## src/rtl/cam_pkg.sv

```systemverilog
// Frame-buffer geometry, pixel field layout and scanner state encoding shared by
// the camera-side consumers.
package cam_pkg;
  localparam int FB_Y_BITS = 7;
  localparam int FB_X_BITS = 8;
  localparam int PIX_W     = 9;

  localparam int R_MSB = 8;
  localparam int R_LSB = 6;
  localparam int G_MSB = 5;
  localparam int G_LSB = 3;
  localparam int B_MSB = 2;
  localparam int B_LSB = 0;

  typedef enum logic [1:0] {
    S_IDLE,
    S_SCAN,
    S_DRAIN,
    S_DONE
  } scan_state_t;

  // Word address into the 128x256 buffer: y in [24:18], x in [9:2].
  function automatic logic [31:0] fb_addr(input logic [FB_Y_BITS-1:0] y,
                                          input logic [FB_X_BITS-1:0] x);
    logic [31:0] a;
    a        = '0;
    a[24:18] = y;
    a[9:2]   = x;
    return a;
  endfunction
endpackage

```

## src/rtl/key_scanner_if.sv

```systemverilog
// Start/address/pixel/result bundle between the key scanner and its neighbours.
interface key_scanner_if
  import cam_pkg::*;
#(
  parameter int NUM_KEYS = 8
);
  logic                start;
  logic [31:0]         addr;
  logic [PIX_W-1:0]    q;
  logic                busy;
  logic                done;
  logic [NUM_KEYS-1:0] keys;
  logic [NUM_KEYS-1:0] key_down;

  modport master (input start, q, output addr, busy, done, keys, key_down);
  modport slave  (output start, q, input addr, busy, done, keys, key_down);
endinterface

```

## src/rtl/pixel_classify.sv

```systemverilog
// Combinational dark-pixel test on an RGB333 word; reused by the marker tracker.
module pixel_classify
  import cam_pkg::*;
#(
  parameter int DARK_TH = 6
) (
  input  logic [PIX_W-1:0] q,
  output logic             dark
);
  logic [4:0] sum;

  always_comb begin
    sum  = {2'b00, q[R_MSB:R_LSB]} + {2'b00, q[G_MSB:G_LSB]} + {2'b00, q[B_MSB:B_LSB]};
    dark = (int'(sum) < DARK_TH);
  end
endmodule

```

## src/rtl/key_scanner.sv

```systemverilog
// Scans the keyboard window of the frame buffer, counts dark pixels per key strip
// and publishes a hysteresis-filtered key bitmap with new-press pulses.
module key_scanner
  import cam_pkg::*;
#(
  parameter int NUM_KEYS = 8,
  parameter int KEY_W    = 20,
  parameter int X0       = 0,
  parameter int Y0       = 80,
  parameter int Y1       = 119,
  parameter int DARK_TH  = 6,
  parameter int ON_TH    = 200,
  parameter int OFF_TH   = 120
) (
  input  logic              mem_clk,
  input  logic              rst,
  key_scanner_if.master     bus
);
  localparam int X_LAST = X0 + NUM_KEYS * KEY_W - 1;
  localparam int SUB_W  = (KEY_W > 1) ? $clog2(KEY_W) : 1;
  localparam int KIDX_W = (NUM_KEYS > 1) ? $clog2(NUM_KEYS) : 1;

  scan_state_t          state;
  logic                 drain;
  logic [FB_X_BITS-1:0] x;
  logic [FB_Y_BITS-1:0] y;
  logic [SUB_W-1:0]     sub;
  logic [KIDX_W-1:0]    kidx;
  logic                 vld_p0, vld_p1;
  logic [KIDX_W-1:0]    kidx_p0, kidx_p1;
  logic                 dark;
  logic                 clr_cnt;
  logic [15:0]          cnt [NUM_KEYS];
  logic [NUM_KEYS-1:0]  keys_nxt;

  function automatic logic [15:0] sat_inc(input logic [15:0] v);
    return (v == 16'hFFFF) ? v : v + 16'd1;
  endfunction

  pixel_classify #(.DARK_TH(DARK_TH)) u_classify (
    .q    (bus.q),
    .dark (dark)
  );

  assign clr_cnt = (state == S_IDLE) && bus.start;

  always_ff @(posedge mem_clk or negedge rst) begin
    if (!rst) begin
      state        <= S_IDLE;
      drain        <= 1'b0;
      x            <= '0;
      y            <= '0;
      sub          <= '0;
      kidx         <= '0;
      vld_p0       <= 1'b0;
      bus.addr     <= '0;
      bus.busy     <= 1'b0;
      bus.done     <= 1'b0;
      bus.keys     <= '0;
      bus.key_down <= '0;
    end else begin
      bus.done     <= 1'b0;
      bus.key_down <= '0;
      vld_p0       <= 1'b0;
      case (state)
        S_IDLE: begin
          if (bus.start) begin
            state    <= S_SCAN;
            bus.busy <= 1'b1;
            x        <= FB_X_BITS'(X0);
            y        <= FB_Y_BITS'(Y0);
            sub      <= '0;
            kidx     <= '0;
          end
        end
        S_SCAN: begin
          bus.addr <= fb_addr(y, x);
          vld_p0   <= 1'b1;
          if (x == FB_X_BITS'(X_LAST)) begin
            x    <= FB_X_BITS'(X0);
            sub  <= '0;
            kidx <= '0;
            if (y == FB_Y_BITS'(Y1)) begin
              state <= S_DRAIN;
              drain <= 1'b0;
            end else begin
              y <= y + 1'b1;
            end
          end else begin
            x <= x + 1'b1;
            if (sub == SUB_W'(KEY_W - 1)) begin
              sub  <= '0;
              kidx <= kidx + 1'b1;
            end else begin
              sub <= sub + 1'b1;
            end
          end
        end
        // Two cycles let the last pixel pass the read latency and accumulate.
        S_DRAIN: begin
          if (drain) begin
            state    <= S_DONE;
            bus.busy <= 1'b0;
          end else begin
            drain <= 1'b1;
          end
        end
        S_DONE: begin
          state        <= S_IDLE;
          bus.keys     <= keys_nxt;
          bus.key_down <= keys_nxt & ~bus.keys;
          bus.done     <= 1'b1;
        end
        default: state <= S_IDLE;
      endcase
    end
  end

  // p0 -> p1: key tag waits out the frame-buffer read cycle alongside its valid.
  always_ff @(posedge mem_clk or negedge rst) begin
    if (!rst) vld_p1 <= 1'b0;
    else      vld_p1 <= vld_p0;
  end

  always_ff @(posedge mem_clk) begin
    kidx_p0 <= kidx;
    kidx_p1 <= kidx_p0;
  end

  // p1 + q: accumulate into the tagged strip, then apply press/release hysteresis.
  for (genvar i = 0; i < NUM_KEYS; i++) begin : g_key
    logic [15:0] acc;

    always_ff @(posedge mem_clk or negedge rst) begin
      if (!rst)
        acc <= '0;
      else if (clr_cnt)
        acc <= '0;
      else if (vld_p1 && dark && (kidx_p1 == KIDX_W'(i)))
        acc <= sat_inc(acc);
    end

    assign cnt[i]      = acc;
    assign keys_nxt[i] = bus.keys[i] ? (acc >= 16'(OFF_TH)) : (acc >= 16'(ON_TH));
  end
endmodule
```

## src/flat_wrapper.sv

```systemverilog
// flat-port wrapper written by rule: the top's interface ports become plain ports
module key_scanner_flat import cam_pkg::*;
#(
  parameter int NUM_KEYS = 8,
  parameter int KEY_W    = 20,
  parameter int X0       = 0,
  parameter int Y0       = 80,
  parameter int Y1       = 119,
  parameter int DARK_TH  = 6,
  parameter int ON_TH    = 200,
  parameter int OFF_TH   = 120
)
  (mem_clk, rst, bus_start, bus_q, bus_addr, bus_busy, bus_done, bus_keys, bus_key_down);
  key_scanner_if #(.NUM_KEYS(NUM_KEYS)) bus_i ();
  input  logic mem_clk;
  input  logic rst;
  input wire logic [$bits(bus_i.start)-1:0] bus_start;
  input wire logic [$bits(bus_i.q)-1:0] bus_q;
  output wire logic [$bits(bus_i.addr)-1:0] bus_addr;
  output wire logic [$bits(bus_i.busy)-1:0] bus_busy;
  output wire logic [$bits(bus_i.done)-1:0] bus_done;
  output wire logic [$bits(bus_i.keys)-1:0] bus_keys;
  output wire logic [$bits(bus_i.key_down)-1:0] bus_key_down;
  assign bus_i.start = bus_start;
  assign bus_i.q = bus_q;
  assign bus_addr = bus_i.addr;
  assign bus_busy = bus_i.busy;
  assign bus_done = bus_i.done;
  assign bus_keys = bus_i.keys;
  assign bus_key_down = bus_i.key_down;
  key_scanner #(.NUM_KEYS(NUM_KEYS), .KEY_W(KEY_W), .X0(X0), .Y0(Y0), .Y1(Y1), .DARK_TH(DARK_TH), .ON_TH(ON_TH), .OFF_TH(OFF_TH)) u_core (.mem_clk(mem_clk), .rst(rst), .bus(bus_i));
endmodule
```

## config.mk

```make
export PLATFORM = sky130hd
export DESIGN_NAME = key_scanner_flat
export DESIGN_NICKNAME = d
export VERILOG_FILES = /design/src/rtl/cam_pkg.sv /design/src/rtl/key_scanner_if.sv /design/src/rtl/pixel_classify.sv /design/src/rtl/key_scanner.sv /design/src/flat_wrapper.sv
export SDC_FILE = /design/constraint.sdc
export NUM_CORES = 1
export LEC_CHECK = 0
export CORE_ASPECT_RATIO = 1.25
export CORE_UTILIZATION = 62
export DETAILED_ROUTE_END_ITERATION = 7
export GPL_TIMING_DRIVEN = 0
export PLACE_DENSITY = 0.8
export SLEW_MARGIN = 5
export SYNTH_ARGS = -nofsm -noshare
export SYNTH_HDL_FRONTEND = slang
export SYNTH_SLANG_ARGS = --single-unit
export TNS_END_PERCENT = 50
```

## constraint.sdc

```tcl
create_clock -name mem_clk -period 5.5 [get_ports mem_clk]
set_clock_uncertainty 0.05 [all_clocks]
set_input_delay 1.65 -clock mem_clk [delete_from_list [all_inputs] [get_ports mem_clk]]
set_output_delay 1.65 -clock mem_clk [all_outputs]
set_load 0.05 [all_outputs]
```

After elaboration in Yosys (flattened, before gate mapping)
Index checks and enable logic that the tools add are counted.
{"block": "totals", "reg_bits": 195, "latchBits": 0, "mem_bits_rw": 0, "romBits": 0, "inputBits": 12, "out_inout_bits": 50, "word_cells": 189, "memories": 0}
{"block": "op_classes", "add_sub_neg": 14, "n_mul": 0, "div": 0, "order_cmp": 17, "eq_ne": 35, "shift": 0, "mux": 61, "bitwise": 2, "n_reduce_logical": 37}
{"op": "$mux 16", "count": 24}
{"op": "$add 16x1->16 const B", "count": 8}
{"op": "$eq 16x16->1 const B", "count": 8}
{"op": "$ge 16x7->1 const B", "count": 8}
{"op": "$ge 16x8->1 const B", "count": 8}
{"op": "$mux 8", "count": 3}
{"op": "$ne 2x1->1 const B", "count": 11}
{"op": "$reduce_bool 2->1", "count": 11}
{"op": "$mux 7", "count": 3}
{"op": "$reduce_and 2->1", "count": 9}
{"op": "$pmux 8 s2", "count": 1}
{"op": "$mux 5", "count": 3}
{"op": "$mux 1", "count": 14}
{"op": "$pmux 7 s2", "count": 1}
{"op": "$eq 3x3->1 const B", "count": 4}
{"op": "$logic_and 1x1->1", "count": 10}
{"op": "$pmux 5 s2", "count": 1}
{"op": "$mux 3", "count": 3}
{"op": "$reduce_and 3->1", "count": 3}
{"op": "$add 8x1->8 const B", "count": 1}
{"op": "$and 8x8->8", "count": 1}
{"op": "$eq 8x8->1 const B", "count": 1}
{"op": "$mux 2", "count": 4}
{"op": "$not 8->8", "count": 1}
{"op": "20 further kinds", "count": 25}

Logic depth before layout (Yosys ltp)
{"block": "depth", "ltp_word": 7, "ltp_mapped": 13}

Hierarchy
From an unflattened synthesis, not the netlist that was laid out.
{"block": "hier_totals", "cells_unflattened": 1100, "area_unflattened_um2": 10493.8}
{"module": "key_scanner", "n_inst": 1, "cells_per_inst": 1082, "area_each_um2": 10331.2}
{"module": "pixel_classify", "n_inst": 1, "cells_per_inst": 18, "area_each_um2": 162.7}

Worst setup path before layout
OpenSTA, ideal clock, no wires.
{"block": "synth_timing", "kind": "input-to-reg", "from": "input bus_q[3]", "to": "register u_core.g_key[6].acc[3]", "setup_ns": 0.119, "arrival_ns": 4.173, "required_ns": 5.331, "slack_ns": 1.158, "path_stages": 13, "path_cell_list": "ha_1 fa_1 inv_1 fa_1 nand2b_1 o211ai_2 and4_4 buf_6 buf_4 buf_2 nand4_1 xnor2_1 and2_1"}
{"block": "synth_between", "elab_chain_len": 7}
{"item": "start, declared", "line_no": "flat_wrapper.sv:18", "rtl": "input wire logic [$bits(bus_i.q)-1:0] bus_q;"}
{"item": "$add 3x3->4", "line_no": "pixel_classify.sv:13", "rtl": "sum = {2'b00, q[R_MSB:R_LSB]} + {2'b00, q[G_MSB:G_LSB]} + {2'b00, q[B_MSB:B_LSB]};"}
{"item": "$add 5x3->5", "line_no": "pixel_classify.sv:13"}
{"item": "$lt 5x3->1", "line_no": "pixel_classify.sv:14", "rtl": "dark = (int'(sum) < DARK_TH);"}
{"item": "$logic_and 1x1->1 (2 in a row)", "line_no": "key_scanner.sv:139", "rtl": "else if (vld_p1 && dark && (kidx_p1 == KIDX_W'(i)))"}
{"item": "$reduce_bool 2->1 (no source line)"}
{"item": "$reduce_and 2->1 (no source line)"}
{"item": "end signal, assigned", "line_no": "key_scanner.sv:140", "rtl": "acc <= sat_inc(acc);"}
{"item": "end, declared", "line_no": "key_scanner.sv:132", "rtl": "logic [15:0] acc;"}
Every way passes these cells.
A chain may end at the register's enable or synchronous reset.

Worst setup path after layout
{"block": "layout_timing", "from": "input bus_q[3]", "to": "register u_core.g_key[5].acc[15]"}
{"block": "layout_between", "elab_chain_len": 7}
{"item": "$add 3x3->4", "line_no": "pixel_classify.sv:13"}
{"item": "$add 5x3->5", "line_no": "pixel_classify.sv:13"}
{"item": "$lt 5x3->1", "line_no": "pixel_classify.sv:14"}
{"item": "$logic_and 1x1->1 (2 in a row)", "line_no": "key_scanner.sv:139"}
{"item": "$reduce_bool 2->1 (no source line)"}
{"item": "$reduce_and 2->1 (no source line)"}
{"item": "end signal, assigned", "line_no": "key_scanner.sv:140"}
{"item": "end, declared", "line_no": "key_scanner.sv:132"}
Every way passes these cells.

==> impl_metrics.yaml <==
cells_and_area:
  final_cells: 1435
  drive_gt1_share_pct: 8.61
  nNetsFinal: 1250
  synthToLayoutAreaGrowth_pct: 13.3
  num_antenna_cells: 0
  final_util_pct: 72.8
global_routing:
  grt_overflow: 0
  grt_pass1_wl_mm: 41.7
  grt_max_degree: 112
  antenna_found_initial: 0
  first_global_vias: 8565
  track_usage_pct: 30.0
logic_synthesis:
  synth_area_leader_cell: "dfrtp_1"
  synth_xor_area_share_pct: 4.82
  synthAdderAreaFrac_pct: 3.94
  ys_ff_latch: 195
  synth_top_family_by_area: "simple AND/OR/NAND/NOR gates"
  yosysUniqueCellTypes: 71
  synth-warning-count: 0
  async_reset_ff_share_pct: 96.9
  synth-simple-area-share_pct: 25.8
  syn_area_per_cell_um2: 9.36
  syn-cell-area_um2: 10500
  synth.mux.area_fraction_pct: 2.39
  syn_inst: 1126
  synthFlopType: "dfrtp_1"
  synthTopCellsByArea: "dfrtp_1, nand3_1, ha_1"
  netlist.area_leader.share_pct: 44.9
  synth-edff-count: 0
  ys_seq_area_share_pct: 46.0
  synth_compound_area_share_pct: 12.4
placed_design:
  io_buffer_count: 44
  dpl.hpwl_mm: 16.8
  numPlacedInstances: 1403
  gp_congestion: 0.860
  pre_cts_ws_ns: 0.251
timing:
  timing.final.crit_share_pct: 89.0
  rsz0062_at_grt: "false"
  worst_slew_pin_slew_ns: 0.825
  min_period_ns: 4.90
  max-slew-margin-rel_pct: 44.6
  setup_slack_ns: 0.604
  setup_violations: 0
  fin_tns_setup_ns: 0
  fmax_mhz: 204
  hold_viol_final: 0
  drv_slew: 0
setup_path:
  cp_num_buf_inv: 3
  cpMostUsedCell: "ha_1"
  crit_slowest_cell: "and2b_1"
  endpoint_kind: "flop"
  cpLargestDelayFamily: "buffers and inverters"
  critical_path_required_ns: 5.81
  startpoint_type: "primary input"
  slowest_delay_ns: 0.52
  path_class: "in -> reg"
  crit_chain: "clkdlybuf4s50_1, ha_1, fa_1, xor2_1, ha_1, and2b_1, buf_2, clkbuf_1, nand4_1, or3_1, a21oi_1"
  cp.arrival_ns: 5.21
  crit_path_max_fanout: 10
clock_network:
  cts_resized: 0
  post_cts_buffers: 0
  holdBufCountCts: 0
  clkTransAtPathRegs_ns: 0.07
  tritoncts: "built"
  cts_buffer_depth: 2
  clock-root-buffer: "clkbuf_16"
  htree_levels: 4
  cts.sinks: 195
  cts_buffers: 17
  clk_latency_ns: 0.44
floorplanning:
  start_util_pct: 64.3
  ios: 62
  die_w_um: 119
  die_y_um: 148
  core_area_um2: 16400
  die_area_um2: 17500
  rows: 52
routing:
  vias: 8939
  first_pass_iters: 5
  wl_per_cell_um: 17.5
  via_per_inst: 6.23
  drtIter0Drc: 578
  drcViolationCount: 0
  routed_wl_mm: 25.1
  postRouteAntennaNets: 0
pwr:
  powerDensity_nw_per_um2: 307
  ir_worst_vdd_mv: 0.310
  p_leak_nw: 5.15
  totalPowerFinal_mw: 3.66
job:
  maxCapViolations: 0
run_status:
  status: "finished, final reports clean"
hold_path:
  hp-class: "reg -> reg"
sequential cells by signal, indices dropped and copies added, names as in the netlist:
signal / cells
u_core.bus.keys: 8
u_core.state: 2
u_core.kidx: 3
u_core.bus.busy: 1
u_core.bus.addr: 15
u_core.kidx_p1: 3
u_core.kidx_p0: 3
u_core.bus.done: 1
u_core.bus.key_down: 8
u_core.g_key.acc: 128
u_core.sub: 5
u_core.x: 8
u_core.drain: 1
u_core.y: 7
u_core.vld_p0: 1
u_core.vld_p1: 1
per-layer routing:
metal / vias up / global-route usage [%] / share of wire (%)
li1: 4231 / - / -
met2: 291 / 53.7 / 52
met1: 4354 / 35.4 / 40
met3: 63 / 4.94 / 4.8
met5: - / 0 / 0
met4: 0 / 13.2 / 3.1
kinds of logic after synthesis:
family	after synthesis
muxes	23
other	1
AOI/OAI and AO/OA	213
and+or+nand+nor	502
buffers and inverters	102
xor gates and xnor gates	58
DFF	195
adders and majority gates	32
cells in the final DEF, fill, tap and decap left out, types with 5 or more instances in the layout:
cell type,count
inv_1,43
clkbuf_16,17
o31ai_1,14
a22o_1,7
mux2_2,17
and2_1,13
a21o_1,11
and3_1,17
a211oi_1,7
nand3_1,77
or4_1,25
a21oi_1,67
buf_2,11
o311ai_0,7
ha_1,30
xor2_1,31
buf_4,18
nand4b_1,5
nand2_1,90
mux2i_1,6
and4_1,5
nor3_1,20
nor4_1,17
dfxtp_1,6
nand3_2,5
clkdlybuf4s50_1,43
conb_1,17
nand4_1,50
nand2b_1,7
or3_1,47
o21ai_0,70
nor2_1,97
clkbuf_1,26
xnor2_1,27
dfrtp_1,189
synth_stat cells, types with 3 or more instances:
| library cell | count |
|---|---|
| a21oi_1 | 67 |
| and3_1 | 17 |
| a21o_1 | 11 |
| nand3_1 | 77 |
| nand4_2 | 3 |
| and4_1 | 5 |
| nand4_1 | 50 |
| nand2_1 | 90 |
| a311oi_1 | 3 |
| a22o_1 | 7 |
| buf_2 | 11 |
| clkbuf_1 | 26 |
| mux2i_1 | 6 |
| xor2_1 | 31 |
| nor2_1 | 97 |
| mux2_2 | 17 |
| or2_2 | 3 |
| o21ai_0 | 70 |
| o211ai_1 | 3 |
| o31ai_1 | 14 |
| nand3_2 | 5 |
| or3_1 | 47 |
| or4_1 | 25 |
| o311ai_0 | 7 |
| and2_1 | 13 |
| ha_1 | 30 |
| dfrtp_1 | 189 |
| nor3b_1 | 4 |
| xnor2_1 | 27 |
| a211oi_1 | 7 |
| inv_1 | 43 |
| dfxtp_1 | 6 |
| nor4_2 | 4 |
| nor4_1 | 17 |
| buf_4 | 18 |
| buf_6 | 3 |
| nand4b_1 | 5 |
| nor3_1 | 20 |
| nand2b_1 | 7 |
| a31oi_1 | 3 |
stage by stage:
step / cell area, um2 / hold WS (ns)
global route: 11900 / 0.292
detailed placement: 11300 / 0.262
global placement: 11300 / 0.261
CTS: 11900 / 0.284
floorplan: 10600 / 0.260
finish: 11900 / 0.286
power breakdown:
part / switching [mW] / internal [mW] / total [mW]
clock network: 0.590 / 0.684 / 1.27
logic: 0.624 / 0.225 / 0.849
registers: 0.0484 / 1.49 / 1.54
area by class of cell:
class                      count  area [um2]
buffer                        58         322
clock buffer                  17         425
clock inverter                15         174
fill                        1264        4450
inverter                      44         165
multi-input combinational    845        5260
sequential                   195        4850
tap                          216         270
timing repair buffer          45         473
path summary, 6_finish.rpt:
kind | endpoint | startpoint | cells past startpoint | slack (ns)
setup / recovery | u_core.g_key[5].acc[15] | bus_q[3] | 11 | 0.60
hold / removal | u_core.kidx_p1[0] | u_core.kidx_p0[0] | 0 | 0.29
setup reg to reg | u_core.g_key[3].acc[3] | u_core.state[0] | 7 | 2.77
hold reg to reg | u_core.kidx_p1[0] | u_core.kidx_p0[0] | 0 | 0.29
max in group asynchronous | u_core.g_key[1].acc[1] | rst | 2 | 3.32
min in group asynchronous | u_core.g_key[6].acc[9] | rst | 1 | 1.11
Note: power is estimated with default switching activity, not from simulation.
